File: config.mk
export PLATFORM = sky130hd
export DESIGN_NAME = id_ex_stage_flat
export DESIGN_NICKNAME = d
export VERILOG_FILES = /design/src/rtl/id_ex_stage_if.sv /design/src/rtl/id_ex_stage.sv /design/src/flat_wrapper.sv
export SDC_FILE = /design/constraint.sdc
export NUM_CORES = 1
export LEC_CHECK = 0
export CAP_MARGIN = 20
export CELL_PAD_IN_SITES_DETAIL_PLACEMENT = 0
export CELL_PAD_IN_SITES_GLOBAL_PLACEMENT = 1
export CORE_AREA = 2 2 130 132
export CTS_BUF_LIST = sky130_fd_sc_hd__clkbuf_16
export DETAILED_ROUTE_END_ITERATION = 12
export DIE_AREA = 0 0 132 134
export PLACE_DENSITY = 0.88
export SLEW_MARGIN = 20
export SYNTH_ARGS = -nofsm -noshare
export SYNTH_HDL_FRONTEND = slang
export SYNTH_SLANG_ARGS = --single-unit
File: constraint.sdc
create_clock -name clk -period 2.1 [get_ports clk]
set_clock_uncertainty 0.05 [all_clocks]
set_input_delay 0.525 -clock clk [delete_from_list [all_inputs] [get_ports clk]]
set_output_delay 0.525 -clock clk [all_outputs]
set_load 0.02 [all_outputs]
File: src/rtl/id_ex_stage_if.sv
// ID/EX stage bundle: decode handshake, flush, forwarding sources and ALU-side outputs.
// master = surrounding pipeline, slave = the id_ex_stage itself.
interface id_ex_stage_if #(
    parameter int XLEN = 32,
    parameter int RA_W = 5
);
    logic            flush;

    logic            in_valid;
    logic            in_ready;
    logic [XLEN-1:0] in_rs1_data;
    logic [XLEN-1:0] in_rs2_data;
    logic [XLEN-1:0] in_imm;
    logic            in_use_imm;
    logic [2:0]      in_alu_op;
    logic [RA_W-1:0] in_rs1_addr;
    logic [RA_W-1:0] in_rs2_addr;
    logic [RA_W-1:0] in_rd_addr;
    logic            in_reg_write;

    logic            ex_fwd_valid;
    logic [RA_W-1:0] ex_fwd_rd;
    logic [XLEN-1:0] ex_fwd_data;
    logic            wb_fwd_valid;
    logic [RA_W-1:0] wb_fwd_rd;
    logic [XLEN-1:0] wb_fwd_data;

    logic            out_valid;
    logic            out_ready;
    logic [XLEN-1:0] alu_a;
    logic [XLEN-1:0] alu_b;
    logic [2:0]      alu_opcode;
    logic [RA_W-1:0] out_rd_addr;
    logic            out_reg_write;

    modport master (
        output flush,
        output in_valid, in_rs1_data, in_rs2_data, in_imm, in_use_imm, in_alu_op,
        output in_rs1_addr, in_rs2_addr, in_rd_addr, in_reg_write,
        output ex_fwd_valid, ex_fwd_rd, ex_fwd_data,
        output wb_fwd_valid, wb_fwd_rd, wb_fwd_data,
        output out_ready,
        input  in_ready, out_valid, alu_a, alu_b, alu_opcode, out_rd_addr, out_reg_write
    );

    modport slave (
        input  flush,
        input  in_valid, in_rs1_data, in_rs2_data, in_imm, in_use_imm, in_alu_op,
        input  in_rs1_addr, in_rs2_addr, in_rd_addr, in_reg_write,
        input  ex_fwd_valid, ex_fwd_rd, ex_fwd_data,
        input  wb_fwd_valid, wb_fwd_rd, wb_fwd_data,
        input  out_ready,
        output in_ready, out_valid, alu_a, alu_b, alu_opcode, out_rd_addr, out_reg_write
    );
endinterface

File: src/rtl/id_ex_stage.sv
// ID/EX pipeline register feeding the ALU: one-entry valid/ready stage with flush and operand select.
// Define ID_EX_FORWARD_EN to enable EX/WB operand forwarding and stall-time operand refresh.
module id_ex_stage #(
    parameter int XLEN = 32,
    parameter int RA_W = 5
) (
    input  logic         clk,
    input  logic         rst_n,
    id_ex_stage_if.slave bus
);
    typedef enum logic {
        EMPTY = 1'b0,
        FULL  = 1'b1
    } state_e;

    typedef struct packed {
        logic [XLEN-1:0] rs1_data;
        logic [XLEN-1:0] rs2_data;
        logic [XLEN-1:0] imm;
        logic            use_imm;
        logic [2:0]      alu_op;
        logic [RA_W-1:0] rs1_addr;
        logic [RA_W-1:0] rs2_addr;
        logic [RA_W-1:0] rd_addr;
        logic            reg_write;
    } payload_t;

    state_e          state_q, state_d;
    payload_t        pl_q, pl_d, in_pl;
    logic [XLEN-1:0] fwd_rs1, fwd_rs2;
    logic            in_ready, accept;

    assign in_pl = '{
        rs1_data:  bus.in_rs1_data,
        rs2_data:  bus.in_rs2_data,
        imm:       bus.in_imm,
        use_imm:   bus.in_use_imm,
        alu_op:    bus.in_alu_op,
        rs1_addr:  bus.in_rs1_addr,
        rs2_addr:  bus.in_rs2_addr,
        rd_addr:   bus.in_rd_addr,
        reg_write: bus.in_reg_write
    };

    assign in_ready = (state_q == EMPTY) || bus.out_ready;
    assign accept   = bus.in_valid && in_ready;

`ifdef ID_EX_FORWARD_EN
    // EX beats WB; x0 is hardwired, so a producer "writing" x0 is never forwarded.
    function automatic logic [XLEN-1:0] fwd_pick(
        input logic [RA_W-1:0] addr,
        input logic [XLEN-1:0] stored,
        input logic            ex_v,
        input logic [RA_W-1:0] ex_rd,
        input logic [XLEN-1:0] ex_d,
        input logic            wb_v,
        input logic [RA_W-1:0] wb_rd,
        input logic [XLEN-1:0] wb_d
    );
        if (addr == '0)                return stored;
        if (ex_v && (ex_rd == addr))   return ex_d;
        if (wb_v && (wb_rd == addr))   return wb_d;
        return stored;
    endfunction

    assign fwd_rs1 = fwd_pick(pl_q.rs1_addr, pl_q.rs1_data,
                              bus.ex_fwd_valid, bus.ex_fwd_rd, bus.ex_fwd_data,
                              bus.wb_fwd_valid, bus.wb_fwd_rd, bus.wb_fwd_data);
    assign fwd_rs2 = fwd_pick(pl_q.rs2_addr, pl_q.rs2_data,
                              bus.ex_fwd_valid, bus.ex_fwd_rd, bus.ex_fwd_data,
                              bus.wb_fwd_valid, bus.wb_fwd_rd, bus.wb_fwd_data);
`else
    // Without forwarding, decode interlocks on hazards; forward ports and source indices are sunk.
    assign fwd_rs1 = pl_q.rs1_data;
    assign fwd_rs2 = pl_q.rs2_data;

    logic unused_fwd;
    assign unused_fwd = ^{bus.ex_fwd_valid, bus.ex_fwd_rd, bus.ex_fwd_data,
                          bus.wb_fwd_valid, bus.wb_fwd_rd, bus.wb_fwd_data,
                          pl_q.rs1_addr, pl_q.rs2_addr};
`endif

    // NOTE: every always_comb output gets a default first, so no path can infer a latch.
    always_comb begin
        state_d = state_q;
        pl_d    = pl_q;
        if (bus.flush) begin
            state_d = EMPTY;
        end else if (accept) begin
            state_d = FULL;
            pl_d    = in_pl;
        end else if (state_q == FULL) begin
            if (bus.out_ready) begin
                state_d = EMPTY;
            end else begin
                // Stalled: fold in any producer retiring now so its value survives the stall.
                pl_d.rs1_data = fwd_rs1;
                pl_d.rs2_data = fwd_rs2;
            end
        end
    end

    // NOTE: state uses non-blocking assignments so every flop samples pre-edge values.
    // NOTE: payload is reset too, because it drives the ALU operands visibly out of reset.
    always_ff @(posedge clk or negedge rst_n) begin
        if (!rst_n) begin
            state_q <= EMPTY;
            pl_q    <= '0;
        end else begin
            state_q <= state_d;
            pl_q    <= pl_d;
        end
    end

    assign bus.in_ready      = in_ready;
    assign bus.out_valid     = (state_q == FULL);
    assign bus.alu_a         = fwd_rs1;
    assign bus.alu_b         = pl_q.use_imm ? pl_q.imm : fwd_rs2;
    assign bus.alu_opcode    = pl_q.alu_op;
    assign bus.out_rd_addr   = pl_q.rd_addr;
    assign bus.out_reg_write = pl_q.reg_write;
endmodule

File: src/flat_wrapper.sv
// flat-port wrapper written by rule: the top's interface ports become plain ports
module id_ex_stage_flat 
#(
    parameter int XLEN = 32,
    parameter int RA_W = 5
)
  (clk, rst_n, bus_flush, bus_in_valid, bus_in_rs1_data, bus_in_rs2_data, bus_in_imm, bus_in_use_imm, bus_in_alu_op, bus_in_rs1_addr, bus_in_rs2_addr, bus_in_rd_addr, bus_in_reg_write, bus_ex_fwd_valid, bus_ex_fwd_rd, bus_ex_fwd_data, bus_wb_fwd_valid, bus_wb_fwd_rd, bus_wb_fwd_data, bus_out_ready, bus_in_ready, bus_out_valid, bus_alu_a, bus_alu_b, bus_alu_opcode, bus_out_rd_addr, bus_out_reg_write);
  id_ex_stage_if #(.XLEN(XLEN), .RA_W(RA_W)) bus_i ();
  input  logic clk;
  input  logic rst_n;
  input wire logic [$bits(bus_i.flush)-1:0] bus_flush;
  input wire logic [$bits(bus_i.in_valid)-1:0] bus_in_valid;
  input wire logic [$bits(bus_i.in_rs1_data)-1:0] bus_in_rs1_data;
  input wire logic [$bits(bus_i.in_rs2_data)-1:0] bus_in_rs2_data;
  input wire logic [$bits(bus_i.in_imm)-1:0] bus_in_imm;
  input wire logic [$bits(bus_i.in_use_imm)-1:0] bus_in_use_imm;
  input wire logic [$bits(bus_i.in_alu_op)-1:0] bus_in_alu_op;
  input wire logic [$bits(bus_i.in_rs1_addr)-1:0] bus_in_rs1_addr;
  input wire logic [$bits(bus_i.in_rs2_addr)-1:0] bus_in_rs2_addr;
  input wire logic [$bits(bus_i.in_rd_addr)-1:0] bus_in_rd_addr;
  input wire logic [$bits(bus_i.in_reg_write)-1:0] bus_in_reg_write;
  input wire logic [$bits(bus_i.ex_fwd_valid)-1:0] bus_ex_fwd_valid;
  input wire logic [$bits(bus_i.ex_fwd_rd)-1:0] bus_ex_fwd_rd;
  input wire logic [$bits(bus_i.ex_fwd_data)-1:0] bus_ex_fwd_data;
  input wire logic [$bits(bus_i.wb_fwd_valid)-1:0] bus_wb_fwd_valid;
  input wire logic [$bits(bus_i.wb_fwd_rd)-1:0] bus_wb_fwd_rd;
  input wire logic [$bits(bus_i.wb_fwd_data)-1:0] bus_wb_fwd_data;
  input wire logic [$bits(bus_i.out_ready)-1:0] bus_out_ready;
  output wire logic [$bits(bus_i.in_ready)-1:0] bus_in_ready;
  output wire logic [$bits(bus_i.out_valid)-1:0] bus_out_valid;
  output wire logic [$bits(bus_i.alu_a)-1:0] bus_alu_a;
  output wire logic [$bits(bus_i.alu_b)-1:0] bus_alu_b;
  output wire logic [$bits(bus_i.alu_opcode)-1:0] bus_alu_opcode;
  output wire logic [$bits(bus_i.out_rd_addr)-1:0] bus_out_rd_addr;
  output wire logic [$bits(bus_i.out_reg_write)-1:0] bus_out_reg_write;
  assign bus_i.flush = bus_flush;
  assign bus_i.in_valid = bus_in_valid;
  assign bus_i.in_rs1_data = bus_in_rs1_data;
  assign bus_i.in_rs2_data = bus_in_rs2_data;
  assign bus_i.in_imm = bus_in_imm;
  assign bus_i.in_use_imm = bus_in_use_imm;
  assign bus_i.in_alu_op = bus_in_alu_op;
  assign bus_i.in_rs1_addr = bus_in_rs1_addr;
  assign bus_i.in_rs2_addr = bus_in_rs2_addr;
  assign bus_i.in_rd_addr = bus_in_rd_addr;
  assign bus_i.in_reg_write = bus_in_reg_write;
  assign bus_i.ex_fwd_valid = bus_ex_fwd_valid;
  assign bus_i.ex_fwd_rd = bus_ex_fwd_rd;
  assign bus_i.ex_fwd_data = bus_ex_fwd_data;
  assign bus_i.wb_fwd_valid = bus_wb_fwd_valid;
  assign bus_i.wb_fwd_rd = bus_wb_fwd_rd;
  assign bus_i.wb_fwd_data = bus_wb_fwd_data;
  assign bus_i.out_ready = bus_out_ready;
  assign bus_in_ready = bus_i.in_ready;
  assign bus_out_valid = bus_i.out_valid;
  assign bus_alu_a = bus_i.alu_a;
  assign bus_alu_b = bus_i.alu_b;
  assign bus_alu_opcode = bus_i.alu_opcode;
  assign bus_out_rd_addr = bus_i.out_rd_addr;
  assign bus_out_reg_write = bus_i.out_reg_write;
  id_ex_stage #(.XLEN(XLEN), .RA_W(RA_W)) u_core (.clk(clk), .rst_n(rst_n), .bus(bus_i));
endmodule
==> impl_metrics.env <==
export IMPL_critical_path_class="in2reg"
export IMPL_grt_antenna_before_repair=0
export IMPL_initial_utilization_pct=28.7
export IMPL_global_route_usage_total_pct=12.5
export IMPL_fp_row_count=47
export IMPL_ys_top_cells_by_area="sky130_fd_sc_hd__dfrtp_1, sky130_fd_sc_hd__mux2_2, sky130_fd_sc_hd__mux2_1"
export IMPL_setup_repair_after_global_routing_missed_its_margin="yes"
export IMPL_ys_types=11
export IMPL_vdd_ir_drop_worst_mv=0.419
export IMPL_yosysWarnings=0
export IMPL_cts_root_buffer_cell="sky130_fd_sc_hd__clkbuf_16"
export IMPL_critical_path_top_cell_by_count="sky130_fd_sc_hd__buf_12"
export IMPL_critical_path_required_ps=2280
export IMPL_timing_max_cap_violations=0
export IMPL_initialDrtViolationCount=66
export IMPL_grt_pass1_wl_um=17100
export IMPL_tritoncts="done"
export IMPL_layout_cell_area_non_filler_um2=6870
export IMPL_clk_pin_slew_worst_paths_ps=70
export IMPL_maximum_number_of_pins_on_one_net_before_global_route_repair=65
export IMPL_yosysTopAreaCell="sky130_fd_sc_hd__dfrtp_1"
export IMPL_fmax_mhz=475
export IMPL_die_area_um2=17700
export IMPL_critical_path_endpoint_type="flop"
export IMPL_cp_slowest_cell="sky130_fd_sc_hd__clkdlybuf4s50_1"
export IMPL_cpLargestDelayFamily="buffers and inverters"
export IMPL_synthesis_area_per_instance_um2=15.3
export IMPL_pin_count=272
export IMPL_core_region_area_um2=16300
export IMPL_critical_path_startpoint_type="input pin"
export IMPL_worst_slew_margin_rel_pct=74.8
export IMPL_remaining_drc_errors=0
export IMPL_route_detailed_wl_per_inst_um=15.7
export IMPL_mappedNetlistArea_um2=4670
export IMPL_tritoncts_num_buffers=9
export IMPL_gp_congestion=0.708
export IMPL_worstSkewPairLatency_ps=340
export IMPL_synthDominantCellAreaShare_pct=57.3
export IMPL_run_status="finished with violations"
export IMPL_grt_util_met3_pct=4.01
export IMPL_finalCritPeriodShare_pct=100
export IMPL_clockBufferDepth=2
export IMPL_cp_arrival_ps=2290
export IMPL_hold_path_class="in2async"
export IMPL_grt_most_used_layer="met2"
export IMPL_violations="setup timing"
export IMPL_chipWidth_um=132
export IMPL_post_route_cells_drive_above_1_share_pct=35.3
export IMPL_clock_tree_htree_level_count=3
export IMPL_grt_overflow_total=0
export IMPL_worstPathBufferInverterCount=3
export IMPL_max_slew_worst_pin_slew_ps=378
export IMPL_viasPerCell=4.22
export IMPL_critical_path_max_stage_delay_ps=540
export IMPL_port_buffers=185
export IMPL_placedInstanceArea_um2=6540
export IMPL_ant_nets=0
export IMPL_power_per_cell_area_nw_per_um2=898
export IMPL_num_clock_sinks=107
export IMPL_synth_seq_area_share_pct=57.3
export IMPL_hold_violations=0
export IMPL_synth_ff_latch_count=107
export IMPL_vias_in_the_first_global_route=3206
export IMPL_crit_path_max_fanout=64
export IMPL_die_y_um=134
export IMPL_syn_num_nets=502
export IMPL_totalNegativeSetupSlack_ps=-5.90
export IMPL_period_needed_ps=2110
export IMPL_ant_diodes=0
export IMPL_detailedPlacementHpwl_um=7760
export IMPL_totalWireLength_um=10800
export IMPL_detailedRoute_firstPassIterationCount=2
export IMPL_static_power_due_to_leakage_uw=0.00284
export IMPL_setup_violations_final=1
export IMPL_finalNetCount=660
export IMPL_cp_cell_sequence="clkdlybuf4s50_1, nor2b_4, buf_12, nor3b_4, buf_12, mux2_2"
export IMPL_groute_layer_met2_usage_pct=22.0
export IMPL_synthCells=305
export IMPL_finalWorstSetupSlack_ps=-5.90
export IMPL_dr_total_vias=2900
export IMPL_finalMaxSlewViolations=0
export IMPL_flow_area_growth_from_synthesis_pct=47.1
export IMPL_grt_use_met1_pct=13.6
layout make-up:
class,instances,area [um2]
Fill cell,1490,9420
Sequential cell,107,2680
Timing Repair Buffer,202,2030
Multi-Input combinational cell,142,1600
Tap cell,220,275
Clock buffer,9,225
Clock inverter,7,60.1
Inverter,1,3.75
registers in the layout, indices dropped and copies added (netlist names):
register                  flops
u_core.bus.out_valid          1
u_core.bus.alu_a             32
u_core.bus.out_rd_addr        5
u_core.pl_q                  33
u_core.fwd_rs2               32
u_core.bus.alu_opcode         3
u_core.bus.out_reg_write      1
report_power, final:
| part | internal, uW | switching (uW) |
|---|---|---|
| clock | 910 | 737 |
| combinational | 1100 | 838 |
| sequential | 2410 | 174 |
| total | 4420 | 1750 |
cells in the final DEF (no fill, tap or decap), drive strengths merged:
| cell type | netlist | layout |
|---|---|---|
| nor3b | 1 | 1 |
| nor2 | 2 | 2 |
| buf | 53 | 48 |
| clkinv | 0 | 4 |
| clkdlybuf4s50 | 0 | 151 |
| clkbuf | 2 | 11 |
| dfrtp | 107 | 107 |
| nor2b | 1 | 1 |
| inv | 1 | 2 |
| bufinv | 0 | 1 |
| clkdlybuf4s15 | 0 | 1 |
| mux2 | 138 | 138 |
| clkinvlp | 0 | 1 |
logic make-up after synthesis:
group                  Yosys count  share of synthesized area [%]
DFF                            107                           57.3
muxes                          138                           33.3
buffers and inverters           56                           8.65
and+or+nand+nor                  4                          0.750
synth_stat cells:
| library cell | count |
|---|---|
| sky130_fd_sc_hd__dfrtp_1 | 107 |
| sky130_fd_sc_hd__buf_4 | 41 |
| sky130_fd_sc_hd__clkbuf_1 | 2 |
| sky130_fd_sc_hd__nor2_1 | 2 |
| sky130_fd_sc_hd__nor2b_2 | 1 |
| sky130_fd_sc_hd__mux2_1 | 40 |
| sky130_fd_sc_hd__mux2_2 | 98 |
| sky130_fd_sc_hd__nor3b_4 | 1 |
| sky130_fd_sc_hd__buf_2 | 8 |
| sky130_fd_sc_hd__inv_1 | 1 |
| sky130_fd_sc_hd__buf_6 | 4 |
stage by stage:
step | setup slack (ps) | utilization [%] | total power (uW) | instances | hold slack (ps)
2_1_floorplan | 250 | - | 3730 | 305 | 179
3_3_place_gp | -207 | 40.1 | 4490 | 667 | 393
3_5_place_dp | -231 | 40.1 | 4570 | 667 | 397
4_1_cts | -14.9 | 41.4 | 6150 | 687 | 9.86
5_1_grt | -43.4 | 42.2 | 6500 | 688 | 26.3
6_report | -5.90 | 42.2 | 6170 | 688 | 13.8
routing by layer:
layer / vias to the layer above / share of wire, %
met5: - / 0
met4: 0 / 1.9
met3: 14 / 7.3
met2: 116 / 51
met1: 1433 / 40
li1: 1337 / -
repair_timing:
action                     CTS  global route
hold buffers                 0             0
cloned                       1             1
setup endpoints to repair   33            33
buffers inserted             3             1
gates resized for setup    135            41
final timing paths:
| path | cells after the start | slack [ps] | start | to |
|---|---|---|---|---|
| setup / recovery | 6 | -6 | bus_out_ready | u_core.fwd_rs2[2] |
| hold reg to reg | 1 | 440 | u_core.pl_q[30] | u_core.pl_q[30] |
| max in group asynchronous | 2 | 1320 | rst_n | u_core.pl_q[37] |
| min in group clk | 1 | 440 | u_core.pl_q[30] | u_core.pl_q[30] |
| setup reg to reg | 5 | 260 | u_core.bus.out_valid | u_core.fwd_rs2[2] |
| hold / removal | 1 | 10 | rst_n | u_core.bus.alu_a[27] |
(Power assumes the default switching activity.)
